`src/rtl/mci_pkg.sv`:
```
// -----------------------------------------------------------------------------
// mci_pkg
// Shared types for the MCI boot sequencer.
//   mci_boot_seq_state_e : top-level boot sequencer state (SEQ_IDLE is the
//                          all-zero reset encoding)
//   mci_core_rst_state_e : per-core reset / firmware-update state
// -----------------------------------------------------------------------------
package mci_pkg;

  typedef enum logic [3:0] {
    SEQ_IDLE          = 4'd0,
    SEQ_INIT          = 4'd1,
    SEQ_BRK_CHECK     = 4'd2,
    SEQ_BRKPOINT      = 4'd3,
    SEQ_CORE_BOOT     = 4'd4,
    SEQ_WAIT_CPTRA_GO = 4'd5,
    SEQ_CPTRA         = 4'd6,
    SEQ_RUN           = 4'd7,
    SEQ_UNKNOWN       = 4'd8
  } mci_boot_seq_state_e;

  typedef enum logic [1:0] {
    C_HELD = 2'd0,
    C_RUN  = 2'd1,
    C_RST  = 2'd2
  } mci_core_rst_state_e;

endpackage

```
`src/rtl/caliptra_prim_flop_2sync.sv`:
```
// -----------------------------------------------------------------------------
// caliptra_prim_flop_2sync
// Two-flop synchronizer for asynchronous level inputs.
//   clk_i  : destination clock
//   rst_ni : asynchronous active-low reset (flops load ResetValue)
//   d_i    : asynchronous input bus (bits are synchronized independently)
//   q_o    : synchronized output, 2 cycles of latency
// -----------------------------------------------------------------------------
module caliptra_prim_flop_2sync #(
  parameter int unsigned      Width      = 16,
  parameter logic [Width-1:0] ResetValue = '0
) (
  input  logic             clk_i,
  input  logic             rst_ni,
  input  logic [Width-1:0] d_i,
  output logic [Width-1:0] q_o
);

  logic [Width-1:0] meta_q;

  // NOTE: sequential state uses non-blocking (<=) so every flop samples the
  // pre-edge value of its source; blocking here would collapse both stages.
  always_ff @(posedge clk_i or negedge rst_ni) begin
    if (!rst_ni) begin
      meta_q <= ResetValue;
      q_o    <= ResetValue;
    end else begin
      meta_q <= d_i;
      q_o    <= meta_q;
    end
  end

endmodule

```
`src/rtl/mci_core_rst_ctrl.sv`:
```
// -----------------------------------------------------------------------------
// mci_core_rst_ctrl
// Reset / firmware-update controller for one managed core.
//   clk, mci_rst_b   : clock and asynchronous active-low reset
//   core_release     : one-cycle release from the top sequencer (C_HELD->C_RUN)
//   run_en           : top sequencer is in SEQ_RUN; requests honoured only then
//   rst_req          : synchronous level reset request (registered once)
//   fw_lock          : firmware loaded; gates the exit from C_RST
//   core_rst_b       : core reset, active-low, registered
//   reset_once       : sticky, set once the core has been through C_RST
//   fw_boot_upd      : latched on a request taken before any reset
//   fw_hitless_upd   : latched on a request taken after a previous reset
// The reset pulse lasts 2^RST_CNT_W cycles minimum: the counter clears on
// entry, counts to all-ones and C_RST exits on the next edge with fw_lock.
// A request held high across the exit from C_RST is taken again as a new one.
// -----------------------------------------------------------------------------
module mci_core_rst_ctrl
  import mci_pkg::*;
#(
  parameter int unsigned RST_CNT_W = 4
) (
  input  logic clk,
  input  logic mci_rst_b,
  input  logic core_release,
  input  logic run_en,
  input  logic rst_req,
  input  logic fw_lock,
  output logic core_rst_b,
  output logic reset_once,
  output logic fw_boot_upd,
  output logic fw_hitless_upd
);

  mci_core_rst_state_e  state;
  logic                 req_q;
  logic [RST_CNT_W-1:0] cnt;
  logic                 elapsed;

  assign elapsed = (cnt == '1);

  always_ff @(posedge clk or negedge mci_rst_b) begin
    if (!mci_rst_b) begin
      state          <= C_HELD;
      req_q          <= 1'b0;
      cnt            <= '0;
      core_rst_b     <= 1'b0;
      reset_once     <= 1'b0;
      fw_boot_upd    <= 1'b0;
      fw_hitless_upd <= 1'b0;
    end else begin
      req_q <= rst_req;
      case (state)
        C_HELD, C_RUN: begin
          if (req_q && run_en) begin
            state          <= C_RST;
            core_rst_b     <= 1'b0;
            cnt            <= '0;
            // Old value of reset_once decides boot vs hitless update.
            fw_boot_upd    <= !reset_once;
            fw_hitless_upd <= reset_once;
          end else if ((state == C_HELD) && core_release) begin
            state      <= C_RUN;
            core_rst_b <= 1'b1;
          end
        end
        C_RST: begin
          // Further requests are deliberately ignored while in reset.
          reset_once <= 1'b1;
          core_rst_b <= 1'b0;
          if (!elapsed) begin
            cnt <= cnt + RST_CNT_W'(1);
          end
          if (elapsed && fw_lock) begin
            state      <= C_RUN;
            core_rst_b <= 1'b1;
          end
        end
        default: begin
          state      <= C_HELD;
          core_rst_b <= 1'b0;
        end
      endcase
    end
  end

endmodule

```
`src/rtl/mci_boot_seq_ctrl.sv`:
```
// -----------------------------------------------------------------------------
// mci_boot_seq_ctrl
// MCI boot sequencer: walks NUM_INIT ordered init handshakes, honours the SoC
// breakpoint, releases the cores (unless no_rom) and then Caliptra.
//   clk, mci_rst_b       : clock, asynchronous active-low reset
//   scan_mode            : forces cptra_rst_b / core_rst_b to follow mci_rst_b
//   init_o               : sticky per-stage init requests
//   init_done_i          : async per-stage done (2-flop synced)
//   brkpoint_i, no_rom_i : async straps (2-flop synced)
//   bootfsm_go_i         : sync level, leaves the breakpoint
//   cptra_go_i           : sync, releases Caliptra
//   cptra_rst_b          : Caliptra reset, active-low
//   core_rst_req_i       : per-core sync level reset request
//   core_fw_lock_i       : per-core firmware-loaded indication
//   core_rst_b           : per-core reset, active-low
//   core_reset_once_o    : per-core "has been reset" flag
//   fw_boot_upd_o        : per-core boot-update flag
//   fw_hitless_upd_o     : per-core hitless-update flag
//   boot_fsm_o           : current top-level state
//   init_err_o           : per-stage sticky timeout flags
// Optional feature: define MCI_BOOT_SEQ_INIT_TIMEOUT_EN to add a TIMEOUT_W
// stage timeout; otherwise stages wait forever and init_err_o is 0.
// -----------------------------------------------------------------------------
module mci_boot_seq_ctrl
  import mci_pkg::*;
#(
  parameter int unsigned NUM_INIT  = 2,
  parameter int unsigned NUM_CORES = 2,
  parameter int unsigned RST_CNT_W = 4,
  parameter int unsigned TIMEOUT_W = 16
) (
  input  logic                 clk,
  input  logic                 mci_rst_b,
  input  logic                 scan_mode,
  output logic [NUM_INIT-1:0]  init_o,
  input  logic [NUM_INIT-1:0]  init_done_i,
  input  logic                 brkpoint_i,
  input  logic                 bootfsm_go_i,
  input  logic                 no_rom_i,
  input  logic                 cptra_go_i,
  output logic                 cptra_rst_b,
  input  logic [NUM_CORES-1:0] core_rst_req_i,
  input  logic [NUM_CORES-1:0] core_fw_lock_i,
  output logic [NUM_CORES-1:0] core_rst_b,
  output logic [NUM_CORES-1:0] core_reset_once_o,
  output logic [NUM_CORES-1:0] fw_boot_upd_o,
  output logic [NUM_CORES-1:0] fw_hitless_upd_o,
  output mci_boot_seq_state_e  boot_fsm_o,
  output logic [NUM_INIT-1:0]  init_err_o
);

  localparam int unsigned     IDX_W    = (NUM_INIT > 1) ? $clog2(NUM_INIT) : 1;
  localparam int unsigned     SYNC_W   = NUM_INIT + 2;
  localparam logic [IDX_W-1:0] LAST_IDX = IDX_W'(NUM_INIT - 1);

  // ---------------------------------------------------------------------------
  // Synchronizers for the asynchronous inputs
  // ---------------------------------------------------------------------------
  logic [SYNC_W-1:0]   sync_q;
  logic [NUM_INIT-1:0] done_sync;
  logic                brk_sync;
  logic                no_rom_sync;

  caliptra_prim_flop_2sync #(
    .Width (SYNC_W)
  ) u_sync (
    .clk_i  (clk),
    .rst_ni (mci_rst_b),
    .d_i    ({no_rom_i, brkpoint_i, init_done_i}),
    .q_o    (sync_q)
  );

  assign {no_rom_sync, brk_sync, done_sync} = sync_q;

  // ---------------------------------------------------------------------------
  // Top-level sequencer state
  // ---------------------------------------------------------------------------
  mci_boot_seq_state_e state;
  logic [IDX_W-1:0]    idx;
  logic [NUM_INIT-1:0] init_q;
  logic                cptra_rst_q;
  logic                stage_timeout;

`ifdef MCI_BOOT_SEQ_INIT_TIMEOUT_EN
  logic [TIMEOUT_W-1:0] tmo_cnt;
  logic [NUM_INIT-1:0]  err_q;

  assign stage_timeout = (tmo_cnt == '1);

  // Counter restarts on every stage advance, whether by done or by timeout.
  always_ff @(posedge clk or negedge mci_rst_b) begin
    if (!mci_rst_b) begin
      tmo_cnt <= '0;
      err_q   <= '0;
    end else if (state == SEQ_INIT) begin
      if (done_sync[idx] || stage_timeout) begin
        tmo_cnt <= '0;
      end else begin
        tmo_cnt <= tmo_cnt + TIMEOUT_W'(1);
      end
      if (stage_timeout && !done_sync[idx]) begin
        err_q[idx] <= 1'b1;
      end
    end else begin
      tmo_cnt <= '0;
    end
  end

  assign init_err_o = err_q;
`else
  logic [TIMEOUT_W-1:0] timeout_unused;

  assign timeout_unused = '0;
  assign stage_timeout  = 1'b0;
  assign init_err_o     = '0;
`endif

  always_ff @(posedge clk or negedge mci_rst_b) begin
    if (!mci_rst_b) begin
      state       <= SEQ_IDLE;
      idx         <= '0;
      init_q      <= '0;
      cptra_rst_q <= 1'b0;
    end else begin
      case (state)
        SEQ_IDLE: begin
          idx   <= '0;
          state <= SEQ_INIT;
        end
        SEQ_INIT: begin
          init_q[idx] <= 1'b1;
          if (done_sync[idx] || stage_timeout) begin
            if (idx == LAST_IDX) begin
              state <= SEQ_BRK_CHECK;
            end else begin
              idx <= idx + IDX_W'(1);
            end
          end
        end
        SEQ_BRK_CHECK: begin
          if (brk_sync) begin
            state <= SEQ_BRKPOINT;
          end else if (no_rom_sync) begin
            state <= SEQ_WAIT_CPTRA_GO;
          end else begin
            state <= SEQ_CORE_BOOT;
          end
        end
        SEQ_BRKPOINT: begin
          if (bootfsm_go_i) begin
            state <= no_rom_sync ? SEQ_WAIT_CPTRA_GO : SEQ_CORE_BOOT;
          end
        end
        SEQ_CORE_BOOT:     state <= SEQ_WAIT_CPTRA_GO;
        SEQ_WAIT_CPTRA_GO: if (cptra_go_i) state <= SEQ_CPTRA;
        SEQ_CPTRA: begin
          cptra_rst_q <= 1'b1;
          state       <= SEQ_RUN;
        end
        SEQ_RUN:           state <= SEQ_RUN;
        SEQ_UNKNOWN:       state <= SEQ_UNKNOWN;
        default:           state <= SEQ_UNKNOWN;
      endcase
    end
  end

  // An X on the state register means a broken reset or an uninitialised path.
  a_state_known : assert property (@(posedge clk) disable iff (!mci_rst_b)
    !$isunknown(state));

  // ---------------------------------------------------------------------------
  // Per-core reset controllers
  // ---------------------------------------------------------------------------
  logic                 core_release;
  logic                 run_en;
  logic [NUM_CORES-1:0] core_rst_q;

  // Release is decoded from the registered state, so it lasts exactly the one
  // cycle spent in SEQ_CORE_BOOT.
  assign core_release = (state == SEQ_CORE_BOOT);
  assign run_en       = (state == SEQ_RUN);

  for (genvar i = 0; i < NUM_CORES; i++) begin : g_core
    mci_core_rst_ctrl #(
      .RST_CNT_W (RST_CNT_W)
    ) u_core (
      .clk            (clk),
      .mci_rst_b      (mci_rst_b),
      .core_release   (core_release),
      .run_en         (run_en),
      .rst_req        (core_rst_req_i[i]),
      .fw_lock        (core_fw_lock_i[i]),
      .core_rst_b     (core_rst_q[i]),
      .reset_once     (core_reset_once_o[i]),
      .fw_boot_upd    (fw_boot_upd_o[i]),
      .fw_hitless_upd (fw_hitless_upd_o[i])
    );
  end

  // ---------------------------------------------------------------------------
  // Outputs; scan mode hands reset control straight to mci_rst_b
  // ---------------------------------------------------------------------------
  assign init_o      = init_q;
  assign boot_fsm_o  = state;
  assign cptra_rst_b = scan_mode ? mci_rst_b : cptra_rst_q;
  assign core_rst_b  = scan_mode ? {NUM_CORES{mci_rst_b}} : core_rst_q;

endmodule

```
`config.mk`:
```
export PLATFORM = sky130hd
export DESIGN_NAME = mci_boot_seq_ctrl
export DESIGN_NICKNAME = d
export VERILOG_FILES = /design/src/rtl/mci_pkg.sv /design/src/rtl/caliptra_prim_flop_2sync.sv /design/src/rtl/mci_core_rst_ctrl.sv /design/src/rtl/mci_boot_seq_ctrl.sv
export SDC_FILE = /design/constraint.sdc
export NUM_CORES = 1
export LEC_CHECK = 0
export CAP_MARGIN = 20
export CORE_ASPECT_RATIO = 0.9
export CORE_MARGIN = 8
export CORE_UTILIZATION = 40
export DETAILED_ROUTE_END_ITERATION = 7
export GPL_ROUTABILITY_DRIVEN = 1
export GPL_TIMING_DRIVEN = 0
export PLACE_DENSITY = 0.61
export SLEW_MARGIN = 5
export SYNTH_ARGS = -nofsm -noshare
export SYNTH_HDL_FRONTEND = slang
export SYNTH_SLANG_ARGS = --single-unit
```
`constraint.sdc`:
```
create_clock -name clk -period 2 [get_ports clk]
set_input_delay 0.4 -clock clk [delete_from_list [all_inputs] [get_ports clk]]
set_output_delay 0.4 -clock clk [all_outputs]
set_load 0.01 [all_outputs]
```
==> results of run 1 <==
metal layers:
layer	up-vias	share of wire [%]
met5	-	0
met1	540	49
met4	0	1.4
li1	586	-
met3	6	5.7
met2	26	44
layout make-up:
type                       count  area [sq um]  area share (%)
tap                           48          60.1            2.83
clock inverter                 3          68.8            3.24
clock buffer                   5          68.8            3.24
sequential                    38           951            44.8
buffer                        13           105            4.95
multi-input combinational     93           571            26.9
timing repair buffer          27           264            12.4
inverter                       9          33.8            1.59
state kept, by name, indices dropped and copies added (netlist names):
| name | count |
|---|---|
| u_sync.q_o | 4 |
| init_o | 2 |
| g_core.u_core.fw_boot_upd | 2 |
| g_core.u_core.fw_hitless_upd | 2 |
| u_sync.meta_q | 4 |
| g_core.u_core.reset_once | 2 |
| g_core.u_core.cnt | 8 |
| boot_fsm_o | 4 |
| idx | 1 |
| g_core.u_core.state | 4 |
| g_core.u_core.req_q | 2 |
| g_core.u_core.core_rst_b | 2 |
| cptra_rst_q | 1 |
power breakdown:
group,leakage (nW),internal (mW),switching [mW]
combinational,0.461,0.419,0.433
clock,0.0683,0.499,0.263
sequential,0.448,0.958,0.174
worst reg2reg max path: cells and delay by family, from the launching register on:
family	cells	cell delay (ns)
multiplexers	1	0.31
buffers and inverters	1	0.14
AND/OR/NAND/NOR	3	0.62
flip-flops	1	0.40
per-stage QoR:
stage | TNS, ns | utilization [%] | instance area [sq um] | power [mW] | hold WS [ns]
after floorplan | 0 | - | 1660 | 1.70 | 0.104
after global placement | -18.42 | 49.5 | 1990 | 1.95 | 0.334
after detailed placement | -1.08 | 49.4 | 1990 | 2.00 | 0.335
after CTS | 0 | 52.8 | 2120 | 2.77 | 0.0849
after global routing | 0 | 52.8 | 2120 | 2.94 | 0.102
final | 0 | 52.8 | 2120 | 2.75 | 0.0711
worst max-delay path by stage:
stage	endpoint	slack [ns]	cells past startpoint
2_1_floorplan	g_core[0].u_core.fw_hitless_upd	0.48	5
3_3_place_gp	core_rst_b[0]	-1.41	4
3_5_place_dp	core_rst_b[0]	-0.37	4
4_1_cts	core_rst_b[0]	0.21	4
5_1_grt	core_rst_b[0]	0.10	4
6_report	core_rst_b[0]	0.23	4
placed cells by master, fill, tap and decap left out, types with 2 or more instances in the layout:
cell type and n:
bufinv_16 2, buf_4 10, a221o_1 2, nor2_1 5, clkbuf_8 5, a21o_1 2, conb_1 2, nand2_1 16
buf_6 2, o21ai_0 14, nand2b_1 5, mux2_4 2, nor3b_1 2, ha_1 2, dfrtp_1 38, a31oi_1 2
nor2b_1 2, nor3_1 4, nand3_1 5, dlygate4sd2_1 3, mux2i_1 2, nand4_1 3, a21oi_1 8, clkdlybuf4s50_1 23
inv_1 9
kinds of logic after synthesis:
kind of cell	Yosys count	share of synthesized area, %
and+or+nand+nor	49	16.0
DFF	38	57.4
AOI/OAI and AO/OA	35	12.9
buffers and inverters	22	8.38
muxes	4	3.02
adders and majority gates	2	1.51
other	1	0.226
xor gates and xnor gates	1	0.529
==> results by stage, run 1 <==
Logic synthesis:
- The synthesized netlist occupies a cell area of roughly 1700 sq um.
- Of all flip-flops after synthesis, the portion carrying an async set or reset was between 90% and 100%.
- The area fraction of the dominant cell type after synthesis is a little under three fifths.
- The fraction of the yosys area taken by sequential cells is a little under three fifths.
- After synthesis, the most frequently instantiated cells are 38 x dfrtp_1, 16 x nand2_1, 14 x o21ai_0, 9 x buf_4, 9 x inv_1.
- Sorting the synthesized cells by area gives the leading types as dfrtp_1 57%, o21ai_0 4.2%, buf_4 4.1%.
- The primary flip-flop cell chosen by synthesis mapping is dfrtp_1.
- The number of warnings printed during yosys synthesis is 0.
- The mean instance size in the synthesized netlist is 10.9 sq um.
- In this run, synthesis inferred 0 flip-flops with an integrated enable.
- Synthesis produced a netlist whose cell count is about 150.
- In the post-synthesis netlist, the cell with the most instances is dfrtp_1.
- The count of cell types in the netlist is 38.
- The synthesized design contains 38 register bits.
- The largest total area in the synthesized netlist belongs to dfrtp_1.

Global route:
- For this run, global-route usage on met3 was measured as just under 5%.
- The highest-utilization routing layer at the global route stage is met2.
- The overall global routing resource usage is about a tenth.
- The met1 capacity usage during global routing is a little under an eighth.
- The largest net degree at the start of global routing is 40.
- The number of antenna violations at the first check in global routing came to 0.
- The remaining global-route overflow is 0.
- The fraction of met2 tracks used by global routing is between 10% and 20%.
- The wire length of the first global-routing pass is approximately 5300 um.
- The via count of the first global-routing pass is 1226.

Worst setup path:
- The setup check on the worst reg-to-reg path leaves a slack of approximately 0.4 ns.
- The depth of the most critical reg-to-reg path is 5.
- The required time at the worst-slack endpoint is 1.60 ns.
- The beginning of the worst register-to-register path is boot_fsm_o[3].
- The critical path starts at scan_mode.
- Traced cell by cell, the critical path runs through clkdlybuf4s50_1 -> nand2_1 -> o21ai_0 -> dlygate4sd2_1.
- The worst setup path is launched from a primary input.
- The critical path class is in -> out.
- The number of buffers and inverters on the critical path is 2.
- STA classifies the critical path endpoint as an output pin.
- The arrival time of data at the critical path endpoint is around 1.4 ns.
- The maximum fanout along the worst path is 4.
- The peak per-stage delay on the critical path is 0.50 ns.
- The worst register-to-register path ends at g_core[0].u_core.fw_hitless_upd.
- For this design, the slowest cell found on the critical path is clkdlybuf4s50_1.
- The cell family contributing the most delay on the critical path is buffers and inverters.

Route:
- After detailed routing, the total wire length is slightly above 3000 um.
- The vias after detailed routing is between 1000 and 1500.
- After detailed routing, the number of remaining DRC violations is 0.
- The routed length per instance is approximately 13 um.
- For this block, the initial DRC count from the detailed router was between 90 and 100.
- The first-pass detailed-route iteration total is 4.
- Dividing the detail-routed via count by the number of cells gives just under 5.
- The residual antenna-violating net count after detailed routing is 0.

Final layout:
- The fraction of layout cells with a size suffix above 1 is between 10% and 20%.
- The layout-stage area growth over the synthesis result is 28.1%.
- The count of filler cells inserted in the layout is ~360.
- For this run, the number of standard cells in the final layout without fillers is 236.
- The net count reported at finish is between 200 and 250.
- The number of antenna diodes in the final layout is 0.

CTS:
- The number of buffers inserted for hold repair after clock tree synthesis is 0.
- Clock-pin slew was measured on the worst setup and hold paths at 0.07 ns.
- The clock net in this run drives a total of 38 sinks.
- The post-CTS setup buffer count is 0.
- TritonCTS built the clock tree.
- The number of clock buffers added by TritonCTS is 5.
- The root buffer selected by CTS is clkbuf_8.
- In this run, post-CTS repair resized a total of 4 instances.
- At the later pin of the worst-skew pair, clock insertion delay measures between 0.2 and 0.3 ns.
- The H-tree generated during clock tree synthesis spans 2 levels.
- In this run the deepest clock path goes through 2 buffers.

STA:
- The final hold violation count is 0.
- The final period utilization is approximately 89%.
- The smallest clock period supported by the final layout is computed as approximately 1.8 ns.
- After layout, the worst setup slack is between 0.2 and 0.25 ns.
- The maximum operating frequency is around 0.56 GHz.
- The worst setup skew after layout is between 0.002 and 0.0025 ns.
- The final number of setup-violating endpoints is 0.
- The number of slew-limit violations in the final report was 0.
- Setup repair after global routing left no endpoint under its margin.
- At the pin with the least slew margin, the transition time is slightly below 0.6 ns.
- Headroom to the max-slew limit came out at ~60%.

Placement:
- The count of buffers added on input and output ports is 27.
- Routability-driven placement finished with a final weighted congestion of between 0.7 and 0.8.
- The placement-stage worst setup slack is -0.370 ns.
- In this run, placement finished with an instance count of roughly 230.
- Summed over all nets, the half-perimeter wirelength after detailed placement is between 2000 and 2500 um.

Status:
- The flow ran to the end, and the final reports show no timing, DRC or antenna violations.

Floorplanning:
- The floorplan step set the die height to approximately 77 um.
- The die covers ~6500 sq um.
- Pin placement for this block handled 30 I/O pins.
- The initial standard-cell utilization of the core is about two fifths.
- From left edge to right edge, the die measures between 80 and 90 um.
- The standard cell core area is roughly 4000 sq um.
- The cell row count is 22.

Power and ir drop:
- The reported leakage power is between 0.9 and 1 nW.
- For this design the ratio of total power to cell area is about 1300 nW/um^2.
- IR analysis of the VDD net gives a maximum drop of roughly 0.74 mV.

Run:
- The max-capacitance violation count is 0.

Min path:
- The path class of the lowest-slack min-delay path is in -> async.
Note: power is estimated with default switching activity, not from simulation.
==> run 2: changes to the inputs <==
Settings changed: CORE_MARGIN 8 to 2, TNS_END_PERCENT set to 10.
==> run 2 against run 1 <==
  * Utilization rose by 0.12 points
  * Non-clock buffer count did not move
  * Highest routed layer unchanged
  * Via count shrank 0.52%
  * Sequential power hardly changed
  * Wire length fell by 7.6%
  * Total power up 0.40%
  * Fmax increased by 0.29%
  * Combinational power about the same
  * First-iteration DRC count grew 49%
==> results by stage, run 2 (same netlist as run 1, synthesis figures left out) <==
Global route:
- The via count of the first global-routing pass came to 1062 (-13%).
- The wire length of the first global-routing pass is 4840 um (-8.7%).
- The number of antenna violations at the first check in global routing came to 0 (unchanged).
- The largest net degree at the start of global routing is 40 (unchanged).
- The overall global routing resource usage is 13.4% (+3.6 points).
- The remaining global-route overflow is 0 (unchanged).

Route:
- The number of DRC violations after detailed-routing iteration 0 is 148 (+49%).
- The vias after detailed routing was 1152 (-0.52%).
- The first-pass detailed-route iteration total is 4 (unchanged).
- The detail-routed via count per cell is 4.88 (-0.52%).
- The routed length per instance was 11.8 um (-7.6%).
- The number of design rule violations left after detail routing is 0 (unchanged).
- The residual antenna-violating net count after detailed routing is 0 (unchanged).
- The total length of routed wires is 2790 um (-7.6%).

Floorplanning:
- The die extent in y is 65.1 um (-16%).
- The initial standard-cell utilization of the core came to 41.2% (unchanged).
- The full die area is 4670 sq um (-28%).
- The standard cell core area was 4020 sq um (unchanged).
- The cell row count came to 22 (unchanged).
- The total I/O pin count is 30 (unchanged).
- The floorplan die width is 71.8 um (-14%).

STA:
- The worst setup skew after layout was 0.00262 ns (+0.000237 ns).
- The number of slew-limit violations in the final report is 0 (unchanged).
- Setup repair after global routing left no endpoint under its margin.
- The final hold violation count is 0 (unchanged).
- The final critical delay including setup and external delays is 1.77 ns (-0.00504 ns).
- The maximum operating frequency was 0.565 GHz (+0.29%).
- The final period utilization is 88.5% (-0.25 points).
- The relative slew slack came to 56.0% (-4.5 points).
- The transition time of the tightest slew-check pin is 0.651 ns (+0.0660 ns).
- The final number of setup-violating endpoints was 0 (unchanged).

Final layout:
- The count of filler cells inserted in the layout is 357 (+0.28%).
- The layout-stage area growth over the synthesis result is 28.4%.
- The register with the highest flop count is g_core.u_core.cnt.
- The area of all placed cells without fillers is 2130 sq um (+0.24%).
- The number of antenna cells inserted is 0 (unchanged).
- The number of flip-flops under the largest register name is 8 (unchanged).
- Leaving out fill and tap cells, the most frequent cell in the layout is dfrtp_1.
- The library cells used most frequently in the layout, excluding fill and tap cells, are 38 x dfrtp_1, 23 x clkdlybuf4s50_1, 16 x nand2_1.
- The number of cells in the finished layout apart from fillers is 236 (unchanged).
- The net count reported at finish is 202 (unchanged).
- The fraction of layout cells with a size suffix above 1 is 14.4% (unchanged).
- The area occupied by registers is 951 sq um (unchanged).
- The multi-input gate area in the final layout is 571 sq um (unchanged).

CTS:
- The CTS clock-pin slew for the worst setup and hold paths was 0.07 ns (about the same).
- The total clock buffers created by CTS is 5 (unchanged).
- The root buffer selected by CTS is clkbuf_8.
- The clock net sink count is 38 (unchanged).
- The number of buffers on the longest clock path is 2 (unchanged).
- The number of levels in the clock H-tree came to 2 (unchanged).
- TritonCTS built the clock tree.
- The clock latency on the worst-skew pair is 0.28 ns (about the same).

Worst setup path:
- The worst setup path is launched from a primary input.
- The peak per-stage delay on the critical path is 0.50 ns (about the same).
- The maximum fanout along the worst path was 4 (unchanged).
- The register-to-register setup slack is 0.41 ns (about the same).
- The required time at the worst-slack endpoint was 1.60 ns (about the same).
- The largest individual stage delay along the critical path comes from the cell clkdlybuf4s50_1.
- The worst setup path is of the in -> out kind.
- The signal on the critical path passes through clkdlybuf4s50_1 -> nand2_1 -> o21ai_0 -> dlygate4sd2_1.
- The critical path endpoint category is an output pin.
- The arrival time of data at the critical path endpoint is 1.37 ns (about the same).

Power and ir drop:
- The combinational share of power is 30.8% (-0.2 points).
- The reported leakage power is 0.980 nW (+0.31%).
- The worst vdd rail ir drop is 0.629 mV (-15%).
- The cell area power density is 1300 nW/um^2 (+0.16%).
- The fraction of power spent switching nets is 30.8% (-0.88 points).
- The net switching power came to 0.850 mW (-2.4%).
- The total chip power is 2.76 mW (+0.40%).
- The clock network fraction of design power was 28.4% (+0.6 points).
- The total internal power is 1.91 mW (+1.7%).
- The share of total power in sequential cells is 40.8% (-0.4 points).

Placement:
- The count of port buffers added during placement is 27 (unchanged).
- The post-detailed-placement cell area is 1990 sq um (unchanged).
- The total placed cells including tap cells is 228 (unchanged).
- The HPWL after detailed placement is 2100 um (-5.7%).
- The final weighted congestion in routability-driven placement was 0.816 (+3.3%).

Run:
- The max-capacitance violation count is 0 (unchanged).

Min path:
- The tightest min-delay check is of the in -> async type.

Status:
- The run finished with clean final reports.
run 2: cell count changes in the layout (fill, tap and decap cells not counted), sizes merged:
cell,before,now
clkbuf,5,6
clkinv,1,0
run 2: metal layers:
metal / share of wire, % / global-route usage, %
met1: 47 / 18.2
met2: 47 / 20.6
met3: 5.1 / 3.73
met4: 0.72 / 4.95
met5: 0 / 0
run 2: final timing paths:
check	start	to	cells after the start
min	mci_rst_b	g_core[0].u_core.reset_once	1
min in group clk	u_sync.meta_q[1]	u_sync.q_o[1]	0
max in group asynchronous	mci_rst_b	init_o[0]	1
max reg2reg	boot_fsm_o[3]	g_core[0].u_core.fw_hitless_upd	5
min reg2reg	u_sync.meta_q[1]	u_sync.q_o[1]	0
max	scan_mode	core_rst_b[1]	4
run 2: layout make-up:
cell class	instances	share of cell area (%)
Sequential cell	38	44.7
Multi-Input combinational cell	93	26.8
Timing Repair Buffer	27	12.4
Buffer	13	4.94
Clock buffer	6	3.88
Clock inverter	2	2.82
Tap cell	48	2.82
Inverter	9	1.59
run 2: what timing repair did:
action                                 4_1_cts  5_1_grt
setup endpoints to repair                    3        0
setup buffers                                0        0
gates resized for setup                      4        0
endpoints found under the hold margin        0        0
hold buffers                                 0        0
run 2: worst max-delay path: cells and delay by family:
family / cells / cell delay [ns]
buffers and inverters: 2 / 0.79
AND/OR/NAND/NOR: 1 / 0.08
AO/OA/AOI/OAI: 1 / 0.10
run 2: through the flow:
| step | utilization (%) | worst slack (ns) | hold slack, ns | setup TNS (ns) |
|---|---|---|---|---|
| floorplan | - | 0.484 | 0.104 | 0 |
| global placement | 49.5 | -1.40 | 0.332 | -18.34 |
| detailed placement | 49.4 | -0.347 | 0.335 | -1.04 |
| CTS | 52.9 | 0.224 | 0.0925 | 0 |
| global route | 52.9 | 0.119 | 0.111 | 0 |
| finish | 52.9 | 0.230 | 0.0692 | 0 |
run 2: power groups by stage:
stage          Combinational [mW]  Sequential, mW  Clock, mW
2_1_floorplan               0.585            1.12          0
3_3_place_gp                0.820            1.12          0
3_5_place_dp                0.861            1.14          0
4_1_cts                     0.859            1.12      0.799
5_1_grt                     0.956            1.16      0.842
6_report                    0.850            1.12      0.783
